$ cat config.mk
export PLATFORM = sky130hd
export DESIGN_NAME = global_ldst_burst_gen
export DESIGN_NICKNAME = d
export VERILOG_FILES = /design/src/rtl/global_ldst_burst_gen_pkg.sv /design/src/rtl/global_ldst_burst_gen.sv
export SDC_FILE = /design/constraint.sdc
export NUM_CORES = 1
export LEC_CHECK = 0
export CELL_PAD_IN_SITES_DETAIL_PLACEMENT = 1
export CELL_PAD_IN_SITES_GLOBAL_PLACEMENT = 1
export CORE_AREA = 2 2 158 160
export CTS_BUF_LIST = sky130_fd_sc_hd__clkbuf_8
export CTS_CLUSTER_SIZE = 24
export DETAILED_ROUTE_END_ITERATION = 7
export DIE_AREA = 0 0 160 162
export PLACE_DENSITY_LB_ADDON = 0.1
export SLEW_MARGIN = 25
export SYNTH_ARGS = -nofsm -noshare
export SYNTH_HDL_FRONTEND = slang
export SYNTH_SLANG_ARGS = --single-unit
$ cat constraint.sdc
create_clock -name clk_i -period 10.3 [get_ports clk_i]
set_input_delay 2.06 -clock clk_i [delete_from_list [all_inputs] [get_ports clk_i]]
set_output_delay 2.06 -clock clk_i [all_outputs]
set_load 0.005 [all_outputs]
$ cat src/rtl/global_ldst_burst_gen_pkg.sv
// Shared types for the global load/store burst generator: vtype encoding,
// page size and the address-channel request bundle.
package global_ldst_burst_gen_pkg;

    typedef enum logic [2:0] {
        EW8  = 3'd0,
        EW16 = 3'd1,
        EW32 = 3'd2,
        EW64 = 3'd3
    } vew_e;

    typedef struct packed {
        logic       vill;
        logic       vma;
        logic       vta;
        vew_e       vsew;
        logic [2:0] vlmul;
    } vtype_t;

    localparam int unsigned PageBytes = 32'd4096;

    typedef struct packed {
        logic [63:0] addr;
        logic [7:0]  len;
        logic [2:0]  size;
        logic        write;
        logic        last;
    } global_ax_req_t;

    typedef enum logic {
        IDLE  = 1'b0,
        ISSUE = 1'b1
    } burst_state_e;

endpackage

$ cat src/rtl/global_ldst_burst_gen.sv
// Splits a unit-stride vector memory request into AXI address-channel bursts
// that never exceed MaxBurstLen beats nor cross a 4 KiB page.
module global_ldst_burst_gen
    import global_ldst_burst_gen_pkg::*;
#(
    parameter int unsigned NrClusters   = 0,
    parameter type         vlen_cl_t    = logic,
    parameter int unsigned AxiAddrWidth = 64,
    parameter int unsigned AxiDataWidth = 512,
    parameter int unsigned MaxBurstLen  = 256
) (
    input  logic                    clk_i,
    input  logic                    rst_ni,
    input  vlen_cl_t                vl_i,
    input  vtype_t                  vtype_i,
    input  logic                    req_valid_i,
    output logic                    req_ready_o,
    input  logic [AxiAddrWidth-1:0] req_addr_i,
    input  logic                    req_is_store_i,
    output logic                    ax_valid_o,
    input  logic                    ax_ready_i,
    output logic [AxiAddrWidth-1:0] ax_addr_o,
    output logic [7:0]              ax_len_o,
    output logic [2:0]              ax_size_o,
    output logic                    ax_write_o,
    output logic                    ax_last_o,
    output logic                    done_o,
    output logic                    busy_o
);

    localparam int unsigned DB     = AxiDataWidth / 8;
    localparam int unsigned SzBits = $clog2(DB);
    localparam int unsigned RemW   = $bits(vlen_cl_t) + 3;
    // Wide enough for rem + page/offset terms and MaxBurstLen*DB without wrap.
    localparam int unsigned CW     = RemW + 22;

    burst_state_e           state_q;
    logic [AxiAddrWidth-1:0] addr_q;
    logic [RemW-1:0]         rem_q;
    logic                    write_q;
    logic                    done_q;

    logic [RemW-1:0]         req_bytes;
    logic [8:0]              beats;
    logic [CW-1:0]           consumed;
    logic                    last_burst;
    logic                    is_issue;
    global_ax_req_t          ax_req;

    // Beats of the next burst and the payload bytes it covers; divisions are shifts.
    function automatic logic [CW-1:0] burst_calc(
        input  logic [AxiAddrWidth-1:0] addr,
        input  logic [RemW-1:0]         rem,
        output logic [8:0]              nbeats
    );
        logic [CW-1:0] off;
        logic [CW-1:0] need;
        logic [CW-1:0] page;
        logic [CW-1:0] bt;
        logic [CW-1:0] span;
        off    = CW'(addr & AxiAddrWidth'(DB - 1));
        need   = (off + CW'(rem) + CW'(DB - 1)) >> SzBits;
        page   = (CW'(PageBytes) - CW'(addr & AxiAddrWidth'(PageBytes - 1)) + off) >> SzBits;
        bt     = (page < need) ? page : need;
        bt     = (CW'(MaxBurstLen) < bt) ? CW'(MaxBurstLen) : bt;
        nbeats = bt[8:0];
        span   = (bt << SzBits) - off;
        return (CW'(rem) < span) ? CW'(rem) : span;
    endfunction

    // Burst field computation from the registered request state.
    always_comb begin
        beats      = 9'd0;
        is_issue   = (state_q == ISSUE);
        req_bytes  = RemW'(vl_i) << vtype_i.vsew;
        consumed   = burst_calc(addr_q, rem_q, beats);
        last_burst = (consumed == CW'(rem_q));
        ax_req     = '0;
        if (is_issue) begin
            ax_req.addr  = 64'(addr_q);
            ax_req.len   = 8'(beats - 9'd1);
            ax_req.write = write_q;
            ax_req.last  = last_burst;
        end else begin
            ax_req.addr  = 64'd0;
            ax_req.len   = 8'd0;
            ax_req.write = 1'b0;
            ax_req.last  = 1'b0;
        end
        ax_req.size = 3'(SzBits);
    end

    assign ax_valid_o  = is_issue;
    assign busy_o      = is_issue;
    assign req_ready_o = ~is_issue;
    assign done_o      = done_q;
    assign ax_addr_o   = AxiAddrWidth'(ax_req.addr);
    assign ax_len_o    = ax_req.len;
    assign ax_size_o   = ax_req.size;
    assign ax_write_o  = ax_req.write;
    assign ax_last_o   = ax_req.last;

    // Request FSM: snapshot on acceptance, advance one burst per ax handshake.
    always_ff @(posedge clk_i or negedge rst_ni) begin
        if (!rst_ni) begin
            state_q <= IDLE;
            addr_q  <= '0;
            rem_q   <= '0;
            write_q <= 1'b0;
            done_q  <= 1'b0;
        end else begin
            done_q <= 1'b0;
            case (state_q)
                IDLE: begin
                    if (req_valid_i) begin
                        addr_q  <= req_addr_i;
                        write_q <= req_is_store_i;
                        rem_q   <= req_bytes;
                        if (vtype_i.vill || (vl_i == '0)) begin
                            done_q <= 1'b1;
                        end else begin
                            state_q <= ISSUE;
                        end
                    end
                end
                ISSUE: begin
                    if (ax_ready_i) begin
                        addr_q <= addr_q + AxiAddrWidth'(consumed);
                        rem_q  <= rem_q - RemW'(consumed);
                        if (last_burst) begin
                            state_q <= IDLE;
                            done_q  <= 1'b1;
                        end
                    end
                end
                default: state_q <= IDLE;
            endcase
        end
    end

endmodule

======== After elaboration in Yosys (flattened, before gate mapping) ========
Index checks and enable logic that the tools add are counted.
W data, S select, Z words.
operators by class
  muxes and demuxes ....................... 21
  reduce and logical (&&, ||, !) cells .... 3
  shift operators ......................... 1
  $lt $le $gt $ge ......................... 3
  bitwise logic cells ..................... 2
  add/sub/neg operators ................... 8
  equality and inequality tests ........... 3
operator list
  cell                      count
  $mux W64                  2
  $pmux W64 S2              1
  $mux W72                  1
  $add A64 B26 Y64          1
  $mux W20                  2
  $eq A26 B4 Y1             1
  $lt A4 B26 Y1             1
  $mux W26                  1
  $sub A26 B6 Y26           1
  $lt A20 B2 Y1             1
  $lt A9 B20 Y1 const A     1
  $add A14 B7 Y15           1
  $sub A13 B12 Y14 const A  1
  $add A7 B6 Y8 const B     1
  $mux W1                   8
  $mux W4                   2
  $pmux W4 S2               1
  $sub A8 B1 Y8 const B     1
  $add A6 B4 Y7             1
  $ne A2 B2 Y1 const B      2
  $pmux W1 S2               2
  $reduce_and A2 Y1         2
  $shl A1 B3 Y4             1
  $sub A4 B4 Y4             1
  3 further kinds           4
word-level totals
  input port bits ......................... 79
  output and inout bits ................... 81
  word-level logic and storage cells ...... 46
  flip-flop bits (word level) ............. 71

======== Depth between registers and ports, before layout ========
Gate-level depths: netlist (run 1).
  depth in word-level cells ............... 13
  gate-level depth with buffers ........... 33
  depth with buffers taken out ............ 30

======== Worst setup path before layout (run 1) ========
No wires, ideal clock.
  path type ............................... register -> output
  start point ............................. register addr_q[0]
  end point ............................... output ax_last_o
  cell stages (with the launch flop) ...... 26
  data arrival time ....................... 4.934 ns
  slack ................................... 3.306 ns
  buffers on the path ..................... 2
  data required time ...................... 8.240 ns
  path through ............................ dfrtp_1 -> buf_6 -> inv_1 -> ha_1 -> or3b_4 -> clkinv_2 -> ha_1 -> xnor2_1 -> nand4_1 -> o211a_1 -> o211ai_2 -> xnor2_2 -> a211o_1 -> a21oi_1 -> ha_1 -> and3_1 -> mux2_2 -> a31oi_1 -> nor2_1 -> clkbuf_1 -> nor2_1 -> a21oi_1 -> inv_1 -> ha_1 -> nand4_1 -> nor2_1
on the way
  longest elaborated chain between the ends .. 11
  elaborated cells between the ends (all ways) .. 13
  those cells by class .................... add/sub (5); order compare (3); eq/ne (1); mux (4)
RTL lines
  element                                                   line                                                      RTL
  start, declared                                           global_ldst_burst_gen.sv:38                               logic [AxiAddrWidth-1:0] addr_q;
  start signal, assigned                                    global_ldst_burst_gen.sv:116                              addr_q <= req_addr_i;
  start signal, assigned                                    global_ldst_burst_gen.sv:128                              addr_q <= addr_q + AxiAddrWidth'(consumed);
  $sub A13 B12 Y14 / $add A6 B4 Y7 (equally long branches)  global_ldst_burst_gen.sv:63, global_ldst_burst_gen.sv:62
  $add A14 B7 Y15 / $add A7 B6 Y8 (equally long branches)   global_ldst_burst_gen.sv:63, global_ldst_burst_gen.sv:62
  $lt A20 B2 Y1                                             global_ldst_burst_gen.sv:64                               bt = (page < need) ? page : need;
  $mux W20                                                  global_ldst_burst_gen.sv:64
  $lt A9 B20 Y1                                             global_ldst_burst_gen.sv:65                               bt = (CW'(MaxBurstLen) < bt) ? CW'(MaxBurstLen) : bt;
  $mux W20                                                  global_ldst_burst_gen.sv:65
  $sub A26 B6 Y26 *                                         global_ldst_burst_gen.sv:67                               span = (bt << SzBits) - off;
  $lt A4 B26 Y1                                             global_ldst_burst_gen.sv:68                               return (CW'(rem) < span) ? CW'(rem) : span;
  $mux W26 *                                                global_ldst_burst_gen.sv:68
  $eq A26 B4 Y1 *                                           global_ldst_burst_gen.sv:77                               last_burst = (consumed == CW'(rem_q));
  $mux W2 *                                                 global_ldst_burst_gen.sv:79                               if (is_issue) begin
  end, declared                                             global_ldst_burst_gen.sv:26                               output logic ax_last_o,
Every way passes the cells marked *; elsewhere a longest branch is shown, timed or not.

======== Final worst setup path (run 1) ========
Same ends and word-level chain as after synthesis.

==> qor.csv, run 1 <==
metric,value,unit
Final Hold Viols,0,
FILL cells,2996,
min-delay src,write_q,
overall die area,0.02592,sq mm
CTS root buf,clkbuf_8,
"most common cell after layout, fill and taps aside",clkdlybuf4s50_1,
DRC viols,0,
"Data arrival, critical path",7.02,ns
Power Total,3.181,mW
reg2reg path depth,30,
Min-Delay Endpoint,write_q,
post-synthesis async set-or-reset flop share,100.0,%
synth top area cells,"dfrtp_1 25%, ha_1 8.2%, and2_1 5.5%",
RSZ-0062 raised after global routing,false,
total grt overflow,0,
Port Buffers,151,
"Slew Viols, Final",0,
initial antenna violation count,2,
layout cells sized above 1,5.121,%
CP endpoint kind,output port,
Worst-Skew Late Latency,0.39,ns
CTS Hold Bufs,0,
largest net degree at the start of global routing,93,
Clk pwr share,7.7,%
GPL Wtd Cong,0.8570,
Final Cycle Share,88.14,%
Max VDD drop,103.3,uV
# resized after CTS,0,
clock buffer count from CTS,9,
iteration-0 DRC count of the detailed router,314,
switch share,49.42,%
R2R Setup Slk,1.82,ns
Max-Cap Viols,0,
Total Routing Usage GR,20.90,%
CTS H-tree depth,3,
minimum clock period,9.079,ns
synthesis-to-finish area growth,27.96,%
Slew @ Worst Pin,0.9160,ns
antenna-violating nets left,0,
status,"finished, final reports clean",
first-pass GRT wire length,42.88,mm
clk sink count,71,
worst-path maximum fanout,13,
number of synthesized flops with an enable pin,0,
WL/cell,19.32,um
row cnt,57,
Max-slew headroom,38.93,%
Post-Syn Instances,935,
sequential fraction of the synthesis area,24.68,%
CP Class,register to output port,
vias in the first global route,7652,
Comb power frac,73.0,%
CTS tree,yes,
worst path required time,8.24,ns
Die Span Y,162,um
yosys warns,0,
Power Density,345.3,mW/mm^2
"FF+latch count, synth",71,
Syn Area/Cell,7.700,sq um
"area leader, netlist",dfrtp_1,
clock skew after layout,0.01407,ns
synthesized area,0.007199,sq mm
Initial DRT Pass Iterations,4,
Cell Int Power,1.609,mW
Leakage,3.751,nW
clk buf depth,2,
RR Startpoint,addr_q[0],
Initial Utilization,29.87,%
switching pwr,1.572,mW
worst r2r dst,addr_q[46],
Worst-path clk slew,0.09,ns
Netlist cell types,79,
Nets,1197,
Worst Hold Class,register to register,
sequential power share,19.4,%
Vias,7452,
Hold Path Depth,2,
Final setup viols,0,
setup TNS,0,ns
aggregate routed wire length,27.02,mm
HPWL Detailed,19.87,mm
Most used DFF post-synth,dfrtp_1,
Die W,160,um
maximum clock rate,110.1,MHz
startpoint types,register,
core area,0.02411,sq mm
"commonest non-fill, non-tap cells in the layout","150 x clkdlybuf4s50_1, 95 x nand2_1, 77 x nor2_1",
routed vias/inst,5.327,
# IOs,160,
Synth top area share,24.68,%
Setup Buffers After CTS,0,
-- through the flow --
| stage | utilization [%] | worst slack, ns | hold slack [ns] | cells | cell area (sq um) |
|---|---|---|---|---|---|
| global route | 38.21 | 0.5539 | 0.5477 | 1398 | 9210 |
| global placement | 37.39 | 1.714 | 0.4588 | 1382 | 9012 |
| CTS | 38.21 | 1.193 | 0.4850 | 1398 | 9210 |
| finish | 38.22 | 1.221 | 0.4823 | 1399 | 9213 |
| detailed placement | 37.39 | 1.650 | 0.4626 | 1382 | 9012 |
| floorplan | - | 3.306 | 0.4380 | 957 | 7282 |
-- power groups by stage --
stage	Clock, mW	Combinational [mW]	Sequential (mW)
3_3_place_gp	0	2.28	0.620
3_5_place_dp	0	2.30	0.622
5_1_grt	0.260	2.59	0.648
4_1_cts	0.251	2.32	0.617
2_1_floorplan	0	1.52	0.531
6_report	0.244	2.32	0.616
-- routing by layer --
metal	GRT usage [%]	share of wire, %	up-vias
met4	4.586	0.99	2
met3	3.141	3.4	18
met2	35.01	47	135
met1	28.59	49	3656
met5	0	0.048	-
li1	-	-	3641
-- worst max-delay path by stage --
stage	start	to	slack, ns	cells past startpoint
after floorplan	addr_q[0]	ax_last_o	3.31	25
after global placement	addr_q[0]	ax_last_o	1.71	24
after detailed placement	addr_q[0]	ax_last_o	1.65	24
after CTS	addr_q[0]	ax_last_o	1.19	24
after global routing	addr_q[0]	ax_last_o	0.55	24
final	addr_q[0]	ax_last_o	1.22	24
-- sequential cells by signal, summed over array words and instances (netlist names) --
register	count
addr_q	64
ax_valid_o	1
done_o	1
rem_q	4
write_q	1
-- final cells by class --
class	instances	area (sq um)	share of cell area [%]
clock buffer	9	123.9	1.345
tap	324	405.4	4.400
antenna	1	2.502	0.02716
inverter	41	155.1	1.684
multi-input combinational	788	5112	55.49
timing repair buffer	158	1562	16.95
sequential	71	1778	19.30
clock inverter	7	73.82	0.8013
-- cells by family after synthesis --
| family | share of synthesized area, % |
|---|---|
| AOI/OAI and AO/OA | 25.03 |
| adders and majority gates | 8.724 |
| DFF | 24.68 |
| and+or+nand+nor | 27.95 |
| xor gates and xnor gates | 5.092 |
| buffers and inverters | 5.648 |
| other | 0.1043 |
| muxes | 2.781 |
-- cells in the mapped netlist (all sizes together), types with 9 or more instances --
library cell	instances
nand2	96
nand3	46
nand4	19
nor2b	16
a22oi	14
ha	47
o211ai	13
a21o	20
a211oi	17
o21ai	39
a21oi	72
clkbuf	43
nor4	9
o22ai	10
inv	40
and3	12
o21bai	15
nor3	21
xor2	21
mux2i	15
and2	63
a31oi	9
nor2	78
xnor2	20
buf	14
dfrtp	71
-- worst max-delay path, stage by stage (launching register included) --
cell             delay (ns)
dfrtp_1                0.56
inv_1                  0.18
ha_1                   0.31
or3b_4                 0.44
clkinv_2               0.09
ha_1                   0.25
xnor2_1                0.26
nand2_1                0.10
a31oi_1                0.29
a2bb2oi_1              0.25
mux2i_2                0.44
nor4_1                 0.10
a21oi_1                0.39
ha_1                   0.23
and3_1                 0.14
mux2_2                 0.19
a31oi_1                0.14
nor2_1                 0.69
nor2_1                 0.08
a21oi_1                0.19
inv_1                  0.06
ha_1                   0.33
nand4_1                0.11
nor2_1                 0.23
clkdlybuf4s50_1        0.55
Power figures use the tool's default switching activity.
==> run 2: changes to the inputs <==
--- a/config.mk
+++ b/config.mk
@@ -5,13 +5,14 @@
 export SDC_FILE = /design/constraint.sdc
 export NUM_CORES = 1
 export LEC_CHECK = 0
+export ABC_AREA = 1
 export CELL_PAD_IN_SITES_DETAIL_PLACEMENT = 1
 export CELL_PAD_IN_SITES_GLOBAL_PLACEMENT = 1
-export CORE_AREA = 2 2 158 160
+export CORE_AREA = 2 2 166 168
 export CTS_BUF_LIST = sky130_fd_sc_hd__clkbuf_8
 export CTS_CLUSTER_SIZE = 24
 export DETAILED_ROUTE_END_ITERATION = 7
-export DIE_AREA = 0 0 160 162
+export DIE_AREA = 0 0 168 170
 export PLACE_DENSITY_LB_ADDON = 0.1
 export SLEW_MARGIN = 25
 export SYNTH_ARGS = -nofsm -noshare
==> qor.csv, run 2 <==
metric,value,unit,change
Port Buffers,151,,unchanged
simple-gate portion of the synthesized area,38.68,%,was 27.95%
clock buffer count from CTS,9,,unchanged
Nets,1582,,"was 1,197"
Synth top area share,22.56,%,was 24.68%
post-synthesis async set-or-reset flop share,100.0,%,unchanged
Total Routing Usage GR,21.25,%,was 20.90%
Leakage,4.892,nW,was 3.751 nW
aggregate routed wire length,29.96,mm,was 27.02 mm
CTS tree,yes,,unchanged
Global Route met3 Usage,2.023,%,was 3.141%
Post-Syn Instances,1307,,was 935
synthesis-to-finish area growth,26.38,%,was 27.96%
clk sink count,71,,unchanged
setup TNS,0,ns,unchanged
GPL Wtd Cong,0.8610,,was 0.8570
GR Layer Usage met2,36.09,%,was 35.01%
overall die area,0.02856,sq mm,was 0.02592 sq mm
total grt overflow,0,,unchanged
Post-Synth XOR/XNOR Area,2.447,%,was 5.092%
CP Class,register to output port,,unchanged
# diodes,0,,was 1
Setup Buffers After CTS,0,,unchanged
# IOs,160,,unchanged
Initial Utilization,29.54,%,was 29.87%
vias in the first global route,9086,,"was 7,652"
Die W,168,um,was 160 um
CP endpoint kind,output port,,unchanged
Final Cycle Share,72.10,%,was 88.14%
largest family of logic cells by synthesized area,simple AND/OR/NAND/NOR gates,,unchanged
"FF+latch count, synth",71,,unchanged
"Slew Viols, Final",0,,unchanged
Worst-path clk slew,0.09,ns,about the same
CP peak stage delay,0.55,ns,was 0.69 ns
row cnt,60,,was 57
GR peak layer,met2,,unchanged
"most used cell, CP",nand2_1,,was ha_1
Max-slew headroom,38.54,%,was 38.93%
yosys warns,0,,unchanged
synth top area cells,"dfrtp_1 23%, nand2_1 15%, inv_1 9.8%",,"was dfrtp_1 25%, ha_1 8.2%, and2_1 5.5%"
minimum clock period,7.427,ns,was 9.079 ns
# resized after CTS,0,,unchanged
Die Span Y,170,um,was 162 um
Worst Hold Class,register to register,,unchanged
sequential fraction of the synthesis area,22.56,%,was 24.68%
DRC viols,0,,unchanged
Max VDD drop,87.01,uV,was 103.3 uV
RSZ-0062 raised after global routing,false,,unchanged
Most used DFF post-synth,dfrtp_1,,unchanged
Syn Area/Cell,6.024,sq um,was 7.700 sq um
maximum clock rate,134.6,MHz,was 110.1 MHz
Power Total,3.337,mW,was 3.181 mW
WL/cell,16.64,um,was 19.32 um
Final setup viols,0,,unchanged
Final Hold Viols,0,,unchanged
clock skew after layout,0.01398,ns,was 0.01407 ns
Max-Cap Viols,0,,unchanged
Power Density,335.4,mW/mm^2,was 345.3 mW/mm^2
CTS Hold Bufs,0,,unchanged
Post-synth top cells,"325 x nand2_1, 205 x inv_1, 143 x nor2_1",,"was 96 x nand2_1, 78 x nor2_1, 72 x a21oi_1"
R2R Setup Slk,4.29,ns,was 1.82 ns
first-pass GRT wire length,48.54,mm,was 42.88 mm
status,"finished, final reports clean",,unchanged
CTS H-tree depth,3,,unchanged
Buf/Inv on CP,7,,was 4
routed vias/inst,4.887,,was 5.327
"Most flops, register",addr_q,,unchanged
clk buf depth,2,,unchanged
synthesized area,0.007874,sq mm,was 0.007199 sq mm
Compound-Gate Fraction of Synth Area,15.91,%,was 25.03%
iteration-0 DRC count of the detailed router,513,,was 314
core area,0.02665,sq mm,was 0.02411 sq mm
post-synthesis mux area share,0,%,was 2.781%
Synth Area in Adders,7.977,%,was 8.724%
Slowest cell on crit path,clkdlybuf4s50_1,,was nor2_1
Slew @ Worst Pin,0.9206,ns,was 0.9160 ns
max reg flops,64,,unchanged
Vias,8797,,"was 7,452"
"Data arrival, critical path",5.37,ns,was 7.02 ns
Worst-Skew Late Latency,0.37,ns,was 0.39 ns
number of synthesized flops with an enable pin,0,,unchanged
initial antenna violation count,0,,was 2
worst path required time,8.24,ns,about the same
"count leader, synth",nand2_1,,unchanged
CTS root buf,clkbuf_8,,unchanged
Initial DRT Pass Iterations,4,,unchanged
grt met1 use,29.68,%,was 28.59%
"commonest non-fill, non-tap cells in the layout","324 x nand2_1, 205 x inv_1, 150 x clkdlybuf4s50_1",,"was 150 x clkdlybuf4s50_1, 95 x nand2_1, 77 x nor2_1"
CP top delay family,simple AND/OR/NAND/NOR gates,,unchanged
Netlist cell types,51,,was 79
layout cells sized above 1,5.415,%,was 5.121%
antenna-violating nets left,0,,unchanged
"most common cell after layout, fill and taps aside",nand2_1,,was clkdlybuf4s50_1
worst-path maximum fanout,8,,was 13
largest net degree at the start of global routing,104,,was 93
HPWL Detailed,23.81,mm,was 19.87 mm
startpoint types,register,,unchanged
Largest regs,"addr_q x64, rem_q x4",,unchanged
"area leader, netlist",dfrtp_1,,unchanged
FILL cells,3530,,"was 2,996"
==> run 2: changes by cell type after synthesis, sizes merged, moves of 18 or more <==
cell and change:
o21ai +68, nand3 +40, a21o -18, nor2 +72, inv +171, nand2 +258
and2 -62
==> run 2: where the power goes <==
group	total (mW)	switching, mW	internal [mW]
Sequential	0.601	0.182	0.419
Clock	0.238	0.127	0.110
Combinational	2.50	1.49	1.01
Total	3.34	1.80	1.54
==> run 2: cell type report <==
| class | instances | area [sq um] | share of cell area, % |
|---|---|---|---|
| multi-input cells | 1004 | 5211 | 52.37 |
| flip-flops and latches | 71 | 1780 | 17.89 |
| repair buffers | 155 | 1543 | 15.50 |
| inverters | 213 | 800.8 | 8.047 |
| well taps | 341 | 426.7 | 4.288 |
| clock buffers | 9 | 123.9 | 1.245 |
| clock inverters | 7 | 65.06 | 0.6538 |
==> run 2: stage by stage <==
| stage | util [%] | hold slack [ns] | instances | setup WS [ns] | cell area (sq um) |
|---|---|---|---|---|---|
| final | 37.34 | 0.4939 | 1800 | 2.873 | 9951 |
| after global routing | 37.34 | 0.5352 | 1800 | 2.333 | 9951 |
| after CTS | 37.32 | 0.5034 | 1800 | 2.827 | 9947 |
| after detailed placement | 36.61 | 0.4836 | 1784 | 3.269 | 9758 |
| after global placement | 36.61 | 0.4562 | 1784 | 3.329 | 9758 |
| after floorplan | - | 0.4422 | 1329 | 4.479 | 7956 |
==> run 2: kinds of logic (layout without fill, tap and decap cells) <==
| group | after synthesis | after routing |
|---|---|---|
| simple gates | 683 | 683 |
| compound gates | 226 | 226 |
| buf+inv | 254 | 384 |
| fa+ha+maj | 49 | 49 |
| flops | 71 | 71 |
| other cells | 2 | 24 |
| xor+xnor | 22 | 22 |
==> run 2: routing by layer <==
| metal | vias up | wire [um] |
|---|---|---|
| met2 | 146 | 13760 |
| met5 | - | 0 |
| met4 | 0 | 252 |
| li1 | 4517 | - |
| met1 | 4116 | 15150 |
| met3 | 18 | 791 |
==> run 2: path summary, 6_finish.rpt <==
check / from / to / cells past startpoint
max: addr_q[1] / ax_last_o / 30
min: write_q / write_q / 2
max reg2reg: addr_q[1] / addr_q[49] / 41
min reg2reg: write_q / write_q / 2
min in group asynchronous: rst_ni / addr_q[26] / 1
max in group asynchronous: rst_ni / ax_valid_o / 2
==> run 2: worst register-to-register path, delay by kind of cell (launching register included) <==
family	cells	cell delay [ns]
adders and majority gates	4	1.14
buffers and inverters	4	0.57
AOI/OAI and AO/OA	4	0.74
and+or+nand+nor	29	2.99
DFF	1	0.46
==> run 3: changes to the inputs <==
==> constraint.sdc (replaced) <==
create_clock -name clk_i -period 6.3 [get_ports clk_i]
set_input_delay 1.26 -clock clk_i [delete_from_list [all_inputs] [get_ports clk_i]]
set_output_delay 1.26 -clock clk_i [all_outputs]
set_load 0.005 [all_outputs]
==> qor.csv, run 3 (synthesis gave the netlist of run 2 again) <==
metric,value,unit,change
sequential power share,17.9,%,was 18.0%
max reg flops,64,,unchanged
iteration-0 DRC count of the detailed router,393,,was 513
HPWL Detailed,24.26,mm,was 23.81 mm
Nets,1591,,"was 1,582"
"commonest non-fill, non-tap cells in the layout","323 x nand2_1, 201 x inv_1, 149 x clkdlybuf4s50_1",,"was 324 x nand2_1, 205 x inv_1, 150 x clkdlybuf4s50_1"
layout cells sized above 1,6.744,%,was 5.415%
maximum clock rate,173.1,MHz,
largest net degree at the start of global routing,67,,was 104
overall die area,0.02856,sq mm,unchanged
Slew @ Worst Pin,0.7188,ns,was 0.9206 ns
startpoint types,register,,unchanged
worst path required time,5.04,ns,was 8.24 ns
vias in the first global route,9076,,"was 9,086"
CP Class,register to output port,,unchanged
Min Hold Slack,0.4802,ns,was 0.4939 ns
WL/cell,16.72,um,was 16.64 um
Worst-path clk slew,0.09,ns,about the same
Die Span Y,170,um,unchanged
minimum clock period,5.778,ns,
core area,0.02665,sq mm,unchanged
total grt overflow,0,,unchanged
setup TNS,0,ns,unchanged
Worst Hold Class,register to register,,unchanged
GPL Wtd Cong,0.8702,,was 0.8610
Vias,8909,,"was 8,797"
Slowest cell on crit path,dfrtp_1,,was clkdlybuf4s50_1
aggregate routed wire length,30.25,mm,was 29.96 mm
clock skew after layout,0.02390,ns,was 0.01398 ns
routed vias/inst,4.925,,was 4.887
antenna-violating nets left,0,,unchanged
Final Hold Viols,0,,unchanged
first-pass GRT wire length,48.90,mm,was 48.54 mm
switching pwr,2.992,mW,was 1.797 mW
"Slew Viols, Final",0,,unchanged
"most used cell, CP",nand2_1,,unchanged
clock buffer count from CTS,9,,unchanged
Port Buffers,151,,unchanged
row cnt,60,,unchanged
Leakage,4.958,nW,was 4.892 nW
Initial Utilization,29.54,%,unchanged
initial antenna violation count,0,,unchanged
Comb power frac,74.0,%,was 74.9%
Initial DRT Pass Iterations,4,,unchanged
clk buf depth,2,,unchanged
switch share,53.25,%,was 53.85%
clk sink count,71,,unchanged
# IOs,160,,unchanged
FILL cells,3552,,"was 3,530"
"Most flops, register",addr_q,,unchanged
Max-Cap Viols,0,,unchanged
status,"finished, final reports clean",,unchanged
"most common cell after layout, fill and taps aside",nand2_1,,unchanged
# diodes,0,,unchanged
Die W,168,um,unchanged
Largest regs,"addr_q x64, rem_q x4",,unchanged
Clk pwr share,8.1,%,was 7.1%
CTS Hold Bufs,0,,unchanged
CTS root buf,clkbuf_8,,unchanged
Cell Int Power,2.627,mW,was 1.540 mW
CP endpoint kind,output port,,unchanged
Final setup viols,0,,unchanged
Worst-Skew Late Latency,0.39,ns,was 0.37 ns
DRC viols,0,,unchanged
synthesis-to-finish area growth,28.22,%,was 26.38%
Total Routing Usage GR,21.56,%,was 21.25%
CTS H-tree depth,3,,unchanged
CTS tree,yes,,unchanged
Max VDD drop,146.3,uV,was 87.01 uV
CP peak stage delay,0.49,ns,was 0.55 ns
Power Density,556.6,mW/mm^2,was 335.4 mW/mm^2
Max-slew headroom,51.96,%,was 38.54%
worst-path maximum fanout,8,,unchanged
"Data arrival, critical path",4.52,ns,was 5.37 ns
Final Cycle Share,91.71,%,
RSZ-0062 raised after global routing,false,,unchanged
R2R Setup Slk,0.79,ns,was 4.29 ns
[run 3: final timing paths]
| kind | startpoint | end | cells after the start |
|---|---|---|---|
| setup reg to reg | addr_q[3] | addr_q[49] | 41 |
| hold reg to reg | write_q | write_q | 2 |
| hold / removal | write_q | write_q | 2 |
| min in group asynchronous | rst_ni | addr_q[26] | 1 |
| max in group asynchronous | rst_ni | ax_valid_o | 2 |
| setup / recovery | addr_q[3] | ax_last_o | 29 |
[run 3: power by group through the flow]
stage | combinational [mW] | clock (mW) | sequential (mW)
floorplan | 2.63 | 0 | 0.880
global placement | 3.96 | 0 | 1.01
detailed placement | 4.03 | 0 | 1.02
CTS | 4.09 | 0.467 | 1.01
global route | 4.71 | 0.485 | 1.05
finish | 4.16 | 0.458 | 1.00
[run 3: cell type report]
cell class                      instances  area (sq um)  area share, %
Clock buffer                           10         137.6          1.363
Clock inverter                          6         90.09         0.8923
Inverter                              213         804.5          7.969
Multi-Input combinational cell       1004          5245          51.95
Sequential cell                        71          1783          17.66
Tap cell                              341         426.7          4.226
Timing Repair Buffer                  164          1609          15.94
[run 3: critical path: cells and delay by family, from the launching register on]
kind	cells	cell delay (ns)
and+or+nand+nor	18	2.03
adders and majority gates	3	0.71
DFF	1	0.49
buffers and inverters	5	0.43
AOI/OAI and AO/OA	2	0.27
xor gates and xnor gates	1	0.21
[run 3: what timing repair did]
item	CTS	global route
buffers inserted	3	1
pin swaps	0	2
setup endpoints to repair	1	1
gates resized for setup	5	9
[run 3: through the flow]
step | power [mW] | std cells | instance area (sq um) | worst slack (ns) | util (%)
2_1_floorplan | 3.506 | 1329 | 7956 | 1.279 | -
6_report | 5.620 | 1809 | 10100 | 0.5222 | 37.88
3_5_place_dp | 5.045 | 1789 | 9796 | 0.2267 | 36.76
5_1_grt | 6.248 | 1809 | 10100 | 0.1241 | 37.88
4_1_cts | 5.564 | 1808 | 10070 | 0.007929 | 37.77
3_3_place_gp | 4.976 | 1789 | 9796 | 0.3197 | 36.76
[run 3: layer usage]
| layer | vias to the layer above | share of wire [%] | track usage, % |
|---|---|---|---|
| met5 | - | 0 | 0 |
| met4 | 0 | 0.82 | 4.008 |
| met3 | 15 | 2.6 | 1.651 |
| met2 | 141 | 46 | 37.01 |
| met1 | 4226 | 50 | 29.90 |
| li1 | 4527 | - | - |
